==> src/rtl/exc_pkg.sv <==
// Shared definitions for the exception unit: ExcCode values, vector offsets
// and the handshake state encoding.
package exc_pkg;

  localparam logic [4:0] EXC_INT  = 5'd0;
  localparam logic [4:0] EXC_MOD  = 5'd1;
  localparam logic [4:0] EXC_TLBL = 5'd2;
  localparam logic [4:0] EXC_TLBS = 5'd3;
  localparam logic [4:0] EXC_ADEL = 5'd4;
  localparam logic [4:0] EXC_ADES = 5'd5;
  localparam logic [4:0] EXC_SYS  = 5'd8;
  localparam logic [4:0] EXC_BP   = 5'd9;
  localparam logic [4:0] EXC_RI   = 5'd10;
  localparam logic [4:0] EXC_OV   = 5'd12;

  localparam logic [31:0] VEC_OFF_REFILL  = 32'h0000_0000;
  localparam logic [31:0] VEC_OFF_GENERAL = 32'h0000_0180;

  typedef enum logic [1:0] {
    ST_IDLE    = 2'd0,
    ST_REQ     = 2'd1,
    ST_HANDLER = 2'd2
  } exc_state_e;

endpackage

==> src/rtl/irq_sync.sv <==
// Multi-flop synchroniser for the asynchronous level-sensitive interrupt lines.
module irq_sync #(
  parameter int unsigned NUM_IRQ     = 6,
  parameter int unsigned SYNC_STAGES = 2
) (
  input  logic               clk,
  input  logic               rst,
  input  logic [NUM_IRQ-1:0] irq_i,
  output logic [NUM_IRQ-1:0] irq_sync_o
);

  logic [SYNC_STAGES-1:0][NUM_IRQ-1:0] r_sync;

  always_ff @(posedge clk) begin
    if (rst) begin
      r_sync <= '0;
    end else begin
      r_sync <= {r_sync[SYNC_STAGES-2:0], irq_i};
    end
  end

  assign irq_sync_o = r_sync[SYNC_STAGES-1];

endmodule

==> src/rtl/exception_unit.sv <==
// Exception/interrupt unit: prioritises events at commit, registers cause,
// vector and EPC, and runs the flush handshake until ERET.
module exception_unit
  import exc_pkg::*;
#(
  parameter int unsigned NUM_IRQ      = 6,
  parameter int unsigned SYNC_STAGES  = 2,
  parameter logic [31:0] RESET_VECTOR = 32'hBFC00000,
  parameter logic [31:0] BEV_BASE     = 32'hBFC00200,
  parameter logic [31:0] NORM_BASE    = 32'h80000000
) (
  input  logic               clk,
  input  logic               rst,
  input  logic               status_ie_i,
  input  logic               status_exl_i,
  input  logic               status_bev_i,
  input  logic [NUM_IRQ-1:0] status_im_i,
  input  logic [NUM_IRQ-1:0] irq_i,
  input  logic               commit_valid_i,
  input  logic [31:0]        commit_pc_i,
  input  logic               commit_bd_i,
  input  logic               exc_adel_if_i,
  input  logic               exc_ri_i,
  input  logic               exc_sys_i,
  input  logic               exc_bp_i,
  input  logic               exc_ov_i,
  input  logic               exc_adel_i,
  input  logic               exc_ades_i,
  input  logic               tlb_refill_i,
  input  logic               tlb_invalid_i,
  input  logic               tlb_mod_i,
  input  logic               tlb_store_i,
  input  logic               flush_ack_i,
  input  logic               eret_i,
  output logic               exception_occur_o,
  output logic [4:0]         exception_code_o,
  output logic [31:0]        vector_addr_o,
  output logic [31:0]        epc_o,
  output logic               epc_we_o,
  output logic               bd_o,
  output logic               exl_set_o,
  output logic [NUM_IRQ-1:0] cause_ip_o,
  output logic               busy_o,
  output exc_state_e         dbg_state_o
);

  // Handshake: exception_occur_o is a request held high in REQ; the pipeline
  // answers with flush_ack_i, and the request drops on the edge that samples it.

  exc_state_e   r_state;
  logic         r_occur;
  logic [4:0]   r_code;
  logic [31:0]  r_vector;
  logic [31:0]  r_epc;
  logic         r_epc_we;
  logic         r_bd;
  logic         r_exl_set;

  logic [NUM_IRQ-1:0] w_ip;
  logic         w_int_ok;
  logic         w_sync_exc;
  logic         w_take;
  logic         w_refill_win;
  logic [4:0]   w_code;
  logic [4:0]   w_tlb_code;
  logic [31:0]  w_base;
  logic [31:0]  w_vector;
  logic [31:0]  w_epc;

  irq_sync #(
    .NUM_IRQ    (NUM_IRQ),
    .SYNC_STAGES(SYNC_STAGES)
  ) u_irq_sync (
    .clk       (clk),
    .rst       (rst),
    .irq_i     (irq_i),
    .irq_sync_o(w_ip)
  );

  always_comb begin
    w_int_ok     = (r_state == ST_IDLE) && (|(w_ip & status_im_i)) &&
                   status_ie_i && !status_exl_i;
    w_sync_exc   = exc_adel_if_i | tlb_refill_i | tlb_invalid_i | exc_ri_i |
                   exc_sys_i | exc_bp_i | exc_ov_i | exc_adel_i | exc_ades_i |
                   tlb_mod_i;
    w_take       = commit_valid_i && (r_state != ST_REQ) && (w_int_ok || w_sync_exc);
    w_tlb_code   = tlb_store_i ? EXC_TLBS : EXC_TLBL;
    w_refill_win = 1'b0;
    w_code       = EXC_INT;
    if (w_int_ok)           w_code = EXC_INT;
    else if (exc_adel_if_i) w_code = EXC_ADEL;
    else if (tlb_refill_i) begin
      w_code       = w_tlb_code;
      w_refill_win = 1'b1;
    end
    else if (tlb_invalid_i) w_code = w_tlb_code;
    else if (exc_ri_i)      w_code = EXC_RI;
    else if (exc_sys_i)     w_code = EXC_SYS;
    else if (exc_bp_i)      w_code = EXC_BP;
    else if (exc_ov_i)      w_code = EXC_OV;
    else if (exc_adel_i)    w_code = EXC_ADEL;
    else if (exc_ades_i)    w_code = EXC_ADES;
    else if (tlb_mod_i)     w_code = EXC_MOD;
    w_base   = status_bev_i ? BEV_BASE : NORM_BASE;
    // Only a first-level refill uses the dedicated refill slot.
    w_vector = w_base + ((w_refill_win && !status_exl_i) ? VEC_OFF_REFILL : VEC_OFF_GENERAL);
    w_epc    = commit_bd_i ? (commit_pc_i - 32'd4) : commit_pc_i;
  end

  always_ff @(posedge clk) begin
    if (rst) begin
      r_state   <= ST_IDLE;
      r_occur   <= 1'b0;
      r_code    <= 5'd0;
      r_vector  <= RESET_VECTOR;
      r_epc     <= 32'd0;
      r_epc_we  <= 1'b0;
      r_bd      <= 1'b0;
      r_exl_set <= 1'b0;
    end else begin
      r_epc_we  <= 1'b0;
      r_exl_set <= 1'b0;
      case (r_state)
        ST_IDLE, ST_HANDLER: begin
          if (w_take) begin
            r_state  <= ST_REQ;
            r_occur  <= 1'b1;
            r_code   <= w_code;
            r_vector <= w_vector;
            // A nested exception keeps the outer EPC and BD.
            if (!status_exl_i) begin
              r_epc     <= w_epc;
              r_bd      <= commit_bd_i;
              r_epc_we  <= 1'b1;
              r_exl_set <= 1'b1;
            end
          end else if ((r_state == ST_HANDLER) && eret_i) begin
            r_state  <= ST_IDLE;
            r_vector <= RESET_VECTOR;
          end
        end
        ST_REQ: begin
          if (flush_ack_i) begin
            r_state <= ST_HANDLER;
            r_occur <= 1'b0;
          end
        end
        default: begin
          r_state <= ST_IDLE;
          r_occur <= 1'b0;
        end
      endcase
    end
  end

  assign exception_occur_o = r_occur;
  assign exception_code_o  = r_code;
  assign vector_addr_o     = r_vector;
  assign epc_o             = r_epc;
  assign epc_we_o          = r_epc_we;
  assign bd_o              = r_bd;
  assign exl_set_o         = r_exl_set;
  assign cause_ip_o        = w_ip;
  assign busy_o            = (r_state != ST_IDLE);
  assign dbg_state_o       = r_state;

endmodule

==> config.mk <==
export PLATFORM = sky130hd
export DESIGN_NAME = exception_unit
export DESIGN_NICKNAME = d
export VERILOG_FILES = /design/src/rtl/exc_pkg.sv /design/src/rtl/irq_sync.sv /design/src/rtl/exception_unit.sv
export SDC_FILE = /design/constraint.sdc
export NUM_CORES = 1
export LEC_CHECK = 0
export BUFFER_PORTS_ARGS = -buffer_cell sky130_fd_sc_hd__buf_2
export CORE_AREA = 4 4 78 98
export CTS_CLUSTER_SIZE = 10
export DETAILED_ROUTE_END_ITERATION = 6
export DIE_AREA = 0 0 82 102
export HOLD_SLACK_MARGIN = 0.06
export PLACE_DENSITY = 0.76
export SLEW_MARGIN = 20
export SYNTH_ARGS = -nofsm -noshare
export SYNTH_HDL_FRONTEND = slang
export SYNTH_SLANG_ARGS = --single-unit
==> constraint.sdc <==
create_clock -name clk -period 2.8 [get_ports clk]
set_clock_uncertainty 0.15 [all_clocks]
set_input_delay 0.28 -clock clk [delete_from_list [all_inputs] [get_ports clk]]
set_output_delay 0.28 -clock clk [all_outputs]
set_load 0.03 [all_outputs]
Word-level counts from Yosys, hierarchy flattened
Cells that the tools add are included.
{"block": "totals", "ff_bits": 86, "input_bits": 64, "out_inout_bits": 82}
{"block": "op_classes", "addsub": 2, "eq_ne": 6, "n_reduce_logical": 20, "bitwise_logic": 13, "mux": 28}
{"operator": "two-way mux 32 bit", "count": 3}
{"operator": "adder 32 x 9 -> 32 bit", "count": 1}
{"operator": "two-way mux 4 bit", "count": 8}
{"operator": "subtractor 32 x 3 -> 32 bit (second input constant)", "count": 1}
{"operator": "two-way mux 30 bit", "count": 1}
{"operator": "two-way mux 9 bit", "count": 1}
{"operator": "OR 1 bit", "count": 9}
{"operator": "two-way mux 1 bit", "count": 8}
{"operator": "AND reduction 2 bit", "count": 4}
{"operator": "logical AND 1 bit", "count": 7}
{"operator": "bitwise AND 6 bit", "count": 1}
{"operator": "two-way mux 2 bit", "count": 3}
{"operator": "two-way mux 3 bit", "count": 2}
{"operator": "OR reduction 6 bit", "count": 1}
{"operator": "inequality test 2 bit (second input constant)", "count": 2}
{"operator": "one-hot mux 2 bit (2 select lines)", "count": 1}
{"operator": "nonzero test 2 bit", "count": 2}
{"operator": "inequality test 3 bit (second input constant)", "count": 1}
{"operator": "inverter 1 bit", "count": 3}
{"operator": "AND reduction 3 bit", "count": 1}
{"operator": "OR reduction 3 bit", "count": 1}
{"operator": "equality test 2 x 1 -> 1 bit (second input constant)", "count": 1}
{"operator": "equality test 2 bit (second input constant)", "count": 1}
{"operator": "logical NOT 2 bit", "count": 1}
{"operator": "other kinds (5)", "count": 5}

Depth between registers and ports, before layout
{"block": "logic_depth", "word_depth": 13, "mapped_depth": 7, "depth_no_buf": 7}

Hierarchy
Synthesis repeated with hierarchy kept, for this count alone.
{"block": "hier_totals", "hier_cells": 329, "area_unflattened_um2": 3015.4}
{"module": "exception_unit", "n_inst": 1, "cells_per_inst": 298, "seq_area_each_um2": 880.8, "area_per_inst_um2": 2603.7}
{"module": "irq_sync", "n_inst": 1, "cells_per_inst": 31, "seq_area_each_um2": 240.2, "area_per_inst_um2": 411.6}

Worst setup path before layout
Ideal clock, no wire load.
{"block": "synth_timing", "kind": "reg2reg", "startpoint": "register r_state[1] (netlist: dbg_state_o[1])", "endpoint": "register r_bd (netlist: bd_o)", "period_less_slack_ns": 2.216, "path_slack_ns": 0.584, "path_stages_with_launch": 8, "t_arrival_ns": 1.938, "setup_time_ns": 0.129, "path_cell_list": "dfxtp_1 -> or4b_4 -> a32oi_4 -> o2111a_1 -> buf_4 -> buf_6 -> mux2i_1 -> nor2_1"}
{"block": "synth_via", "elab_chain_len": 7, "elab_cells_between_ends": 11, "classes_between": "eq/ne: 2; reduce/logical: 9"}
{"element": "from (decl)", "line_no": "exception_unit.sv:50", "source": "exc_state_e r_state;"}
{"element": "from (signal assigned)", "line_no": "exception_unit.sv:112", "source": "r_state <= ST_IDLE;"}
{"element": "from (signal assigned)", "line_no": "exception_unit.sv:126", "source": "r_state <= ST_REQ;"}
{"element": "from (signal assigned)", "line_no": "exception_unit.sv:138", "source": "r_state <= ST_IDLE;"}
{"element": "logical NOT 2 bit", "line_no": "exception_unit.sv:81, exception_unit.sv:123"}
{"element": "logical AND 1 bit (2 in a row)", "line_no": "exception_unit.sv:81", "source": "w_int_ok = (r_state == ST_IDLE) && (|(w_ip & status_im_i)) &&"}
{"element": "logical AND 1 bit", "line_no": "exception_unit.sv:82", "source": "status_ie_i && !status_exl_i;"}
{"element": "logical OR 1 bit", "line_no": "exception_unit.sv:86", "source": "w_take = commit_valid_i && (r_state != ST_REQ) && (w_int_ok || w_sync_exc);"}
{"element": "logical AND 1 bit", "line_no": "exception_unit.sv:86"}
{"element": "AND reduction 3 bit (no source line) *"}
{"element": "to (signal assigned)", "line_no": "exception_unit.sv:133", "source": "r_bd <= commit_bd_i;"}
{"element": "to (decl)", "line_no": "exception_unit.sv:56", "source": "logic r_bd;"}
Every way passes the cells marked *; elsewhere a longest branch is shown, timed or not.
A chain may end at the register's enable or synchronous reset.

Worst setup path in the final report
{"block": "layout_timing", "startpoint": "input port status_exl_i", "endpoint": "register r_bd (netlist: bd_o)"}
{"block": "layout_via", "elab_chain_len": 5, "elab_cells_between_ends": 6, "classes_between": "bitwise: 1; reduce/logical: 5"}
{"element": "from (decl)", "line_no": "exception_unit.sv:15", "source": "input logic status_exl_i,"}
{"element": "logical NOT 1 bit"}
{"element": "logical AND 1 bit", "line_no": "exception_unit.sv:82"}
{"element": "logical OR 1 bit", "line_no": "exception_unit.sv:86"}
{"element": "logical AND 1 bit", "line_no": "exception_unit.sv:86"}
{"element": "AND reduction 3 bit (no source line) *"}
Marked as above.

==> run_results.csv <==
group,metric,value,unit
critical_path,cp.arrival,2.58,ns
timing,final.period_utilization,91.8,%
final_layout,diodes,0,
critical_path,crit_fanout,63,
synth,synth_area_leaders,"dfxtp_1 (37%), a211oi_2 (12%), buf_4 (9.9%)",
floorplan,dieArea,8360,µm²
synth,netlist-cell-type-count,46,
critical_path,critPathSlowestCell,"dlygate4sd3_1",
synth,syn_inst,331,
timing,setup-tns-final,0,ns
clock_network,htreeDepth,2,
placed_design,numPortBuffers,123,
timing,finalCriticalPeriod,2.57,ns
critical_path,crit_path_end_kind,"flip-flop",
placed_design,place_congestion,0.888,
timing,grt_setup_unrepaired,"false",
run,cap_violations,0,
power_and_ir_drop,ir_drop,0.261,mV
clock_network,cts_tree,"yes",
critical_path,required,2.81,ns
power_and_ir_drop,total_leakage_power,0.00155,µW
routing,drt-total-wl,6.95,mm
floorplan,core.rowCount,34,
global_routing,grt_overflow_total,0,
timing,finalHoldViolCount,0,
floorplan,die_w,82,µm
routing,drtAntennaViolNets,0,
floorplan,die_h,102,µm
clock_network,clkTransAtPathRegs,0.10,ns
floorplan,ioPinCount,146,
clock_network,cts_hold_repair.buffers,10,
timing,setup_violations,0,
placed_design,dpl.hpwl,5.32,mm
final_layout,multi_input_area,1600,µm²
routing,via_count,2655,
status,status,"completed",
final_layout,regArea,1120,µm²
synth,netlist_area,3050,µm²
global_routing,grt_pass1_vias,2528,
synth,yosys.area.top_type_share,36.8,%
synth,async_reset_ff_share,0,%
synth,syn_avg_cell_area,9.20,µm²
floorplan,initial_core_util,44.8,%
clock_network,post_cts_resized,0,
final_layout,area_delta_synth_final,21.8,%
final_layout,drive_gt1_share,38.7,%
routing,drt-pass1-iter-count,4,
synth,ys.flop_type,"dfxtp_1",
synth,ys_seq_area_share,36.8,%
floorplan,core-area,6810,µm²
global_routing,antenna_found_initial,0,
routing,drt_iter0_drc,49,
synth,yosys_warnings,0,
routing,viasPerCell,4.97,
synth,ys_ff_latch,56,
final_layout,final_net_count,508,
critical_path,critPathKind,"in -> reg",
critical_path,path_cells,"dlygate4sd3_1, buf_2, or4b_4, a32oi_4, o2111a_2, buf_12, mux2i_1, nor2_1",
routing,route.detailed.drc,0,
synth,ys_top_cells_by_count,"dfxtp_1 (56), nor2_1 (47), buf_4 (40)",
final_layout,fillCellCount,655,
power_and_ir_drop,power_density,487,nW/µm²
timing,tightest_slew,0.955,ns
clock_network,cts_buffer_depth,2,
timing,slew-limit-headroom,36.4,%
synth,synth_edf_count,0,
synth,synth_top_area_cell,"dfxtp_1",
timing,drv_slew,0,
global_routing,grt_use_total,17.0,%
clock_network,clk_latency,0.31,ns
clock_network,clock_sinks,56,
power_and_ir_drop,power,1810,µW
critical_path,rrSetupSlack,0.44,ns
critical_path,cpPeakStageDelay,0.54,ns
clock_network,root_buffer,"clkbuf_8",
timing,fmax,389,MHz
hold_path,hold_class,"in -> reg",
routing,wl_per_cell,13.0,µm
clock_network,post_cts_buffers,0,
clock_network,cts_buffers,5,
synth,synth.most_common_cell,"dfxtp_1",
global_routing,grt_max_degree,64,
critical_path,start_kind,"input pin",
global_routing,grt_pass1_wl,11.2,mm
[power by group]
| part | leakage, µW | internal [µW] | total [µW] | switching [µW] |
|---|---|---|---|---|
| sequential | 0.000461 | 846 | 873 | 26.3 |
| clock | 0.0000452 | 183 | 462 | 279 |
| combinational | 0.00104 | 160 | 472 | 312 |
| total | 0.00155 | 1190 | 1810 | 617 |
[sequential cells by signal, indices dropped and copies added, names as in the netlist]
| name | count |
|---|---|
| dbg_state_o | 2 |
| vector_addr_o | 3 |
| epc_o | 32 |
| exception_code_o | 4 |
| u_irq_sync.r_sync | 6 |
| bd_o | 1 |
| exception_occur_o | 1 |
| exl_set_o | 1 |
| u_irq_sync.irq_sync_o | 6 |
[placed cells by master, fill, tap and decap left out, types with 10 or more instances in the layout]
cell           instances
xnor2_1               24
a211oi_2              29
dlygate4sd3_1         10
nor2b_1               12
dfxtp_1               56
buf_2                123
conb_1                22
nor3_1                17
nor2_1                47
nand2_1               12
[path summary, 6_finish.rpt]
kind,start,end,cells after the start
setup reg to reg,dbg_state_o[1],bd_o,6
setup / recovery,status_exl_i,bd_o,8
hold reg to reg,u_irq_sync.r_sync[4],u_irq_sync.irq_sync_o[4],1
hold / removal,flush_ack_i,dbg_state_o[0],3
[critical path, delay by kind of cell]
family                 cells  cell delay (ns)
AO/OA/AOI/OAI              2             0.53
multiplexers               1             0.22
buffers and inverters      3             0.98
AND/OR/NAND/NOR            2             0.56
[routing by layer]
layer / track usage [%] / up-vias / part of all wire, %
met4: 6.27 / 0 / 1.6
met1: 18.9 / 1208 / 39
met5: 0 / - / 0
met3: 5.03 / 12 / 9.4
met2: 30.1 / 111 / 50
li1: - / 1324 / -
[through the flow]
step	std cells	setup WS (ns)	area, µm²	util, %	hold slack (ns)
after floorplan	351	0.584	3120	-	0.209
after global placement	516	0.484	3520	51.7	0.265
after detailed placement	516	0.450	3520	51.7	0.277
after CTS	534	0.251	3710	54.5	0.0905
after global routing	534	0.130	3710	54.5	0.112
final	534	0.229	3710	54.5	0.107
[final cells by class]
cell class                      count  share of cell area [%]
Multi-Input combinational cell    237                    43.2
Sequential cell                    56                    30.2
Timing Repair Buffer              137                    20.4
Tap cell                           90                    3.03
Clock buffer                        5                    1.85
Clock inverter                      3                   0.674
Inverter                            6                   0.607
[cells by family after synthesis]
family                   count (synthesis)  synth area share (%)
flip-flops                              56                  36.8
other                                    2                 0.246
multiplexers                             5                  1.68
AO/OA/AOI/OAI                           56                  18.6
XOR/XNOR                                28                  8.05
buffers and inverters                   58                  13.1
AND/OR/NAND/NOR                        125                  21.2
adder cells (fa/ha/maj)                  1                 0.411
No activity file was read; power rests on OpenSTA's default activity.
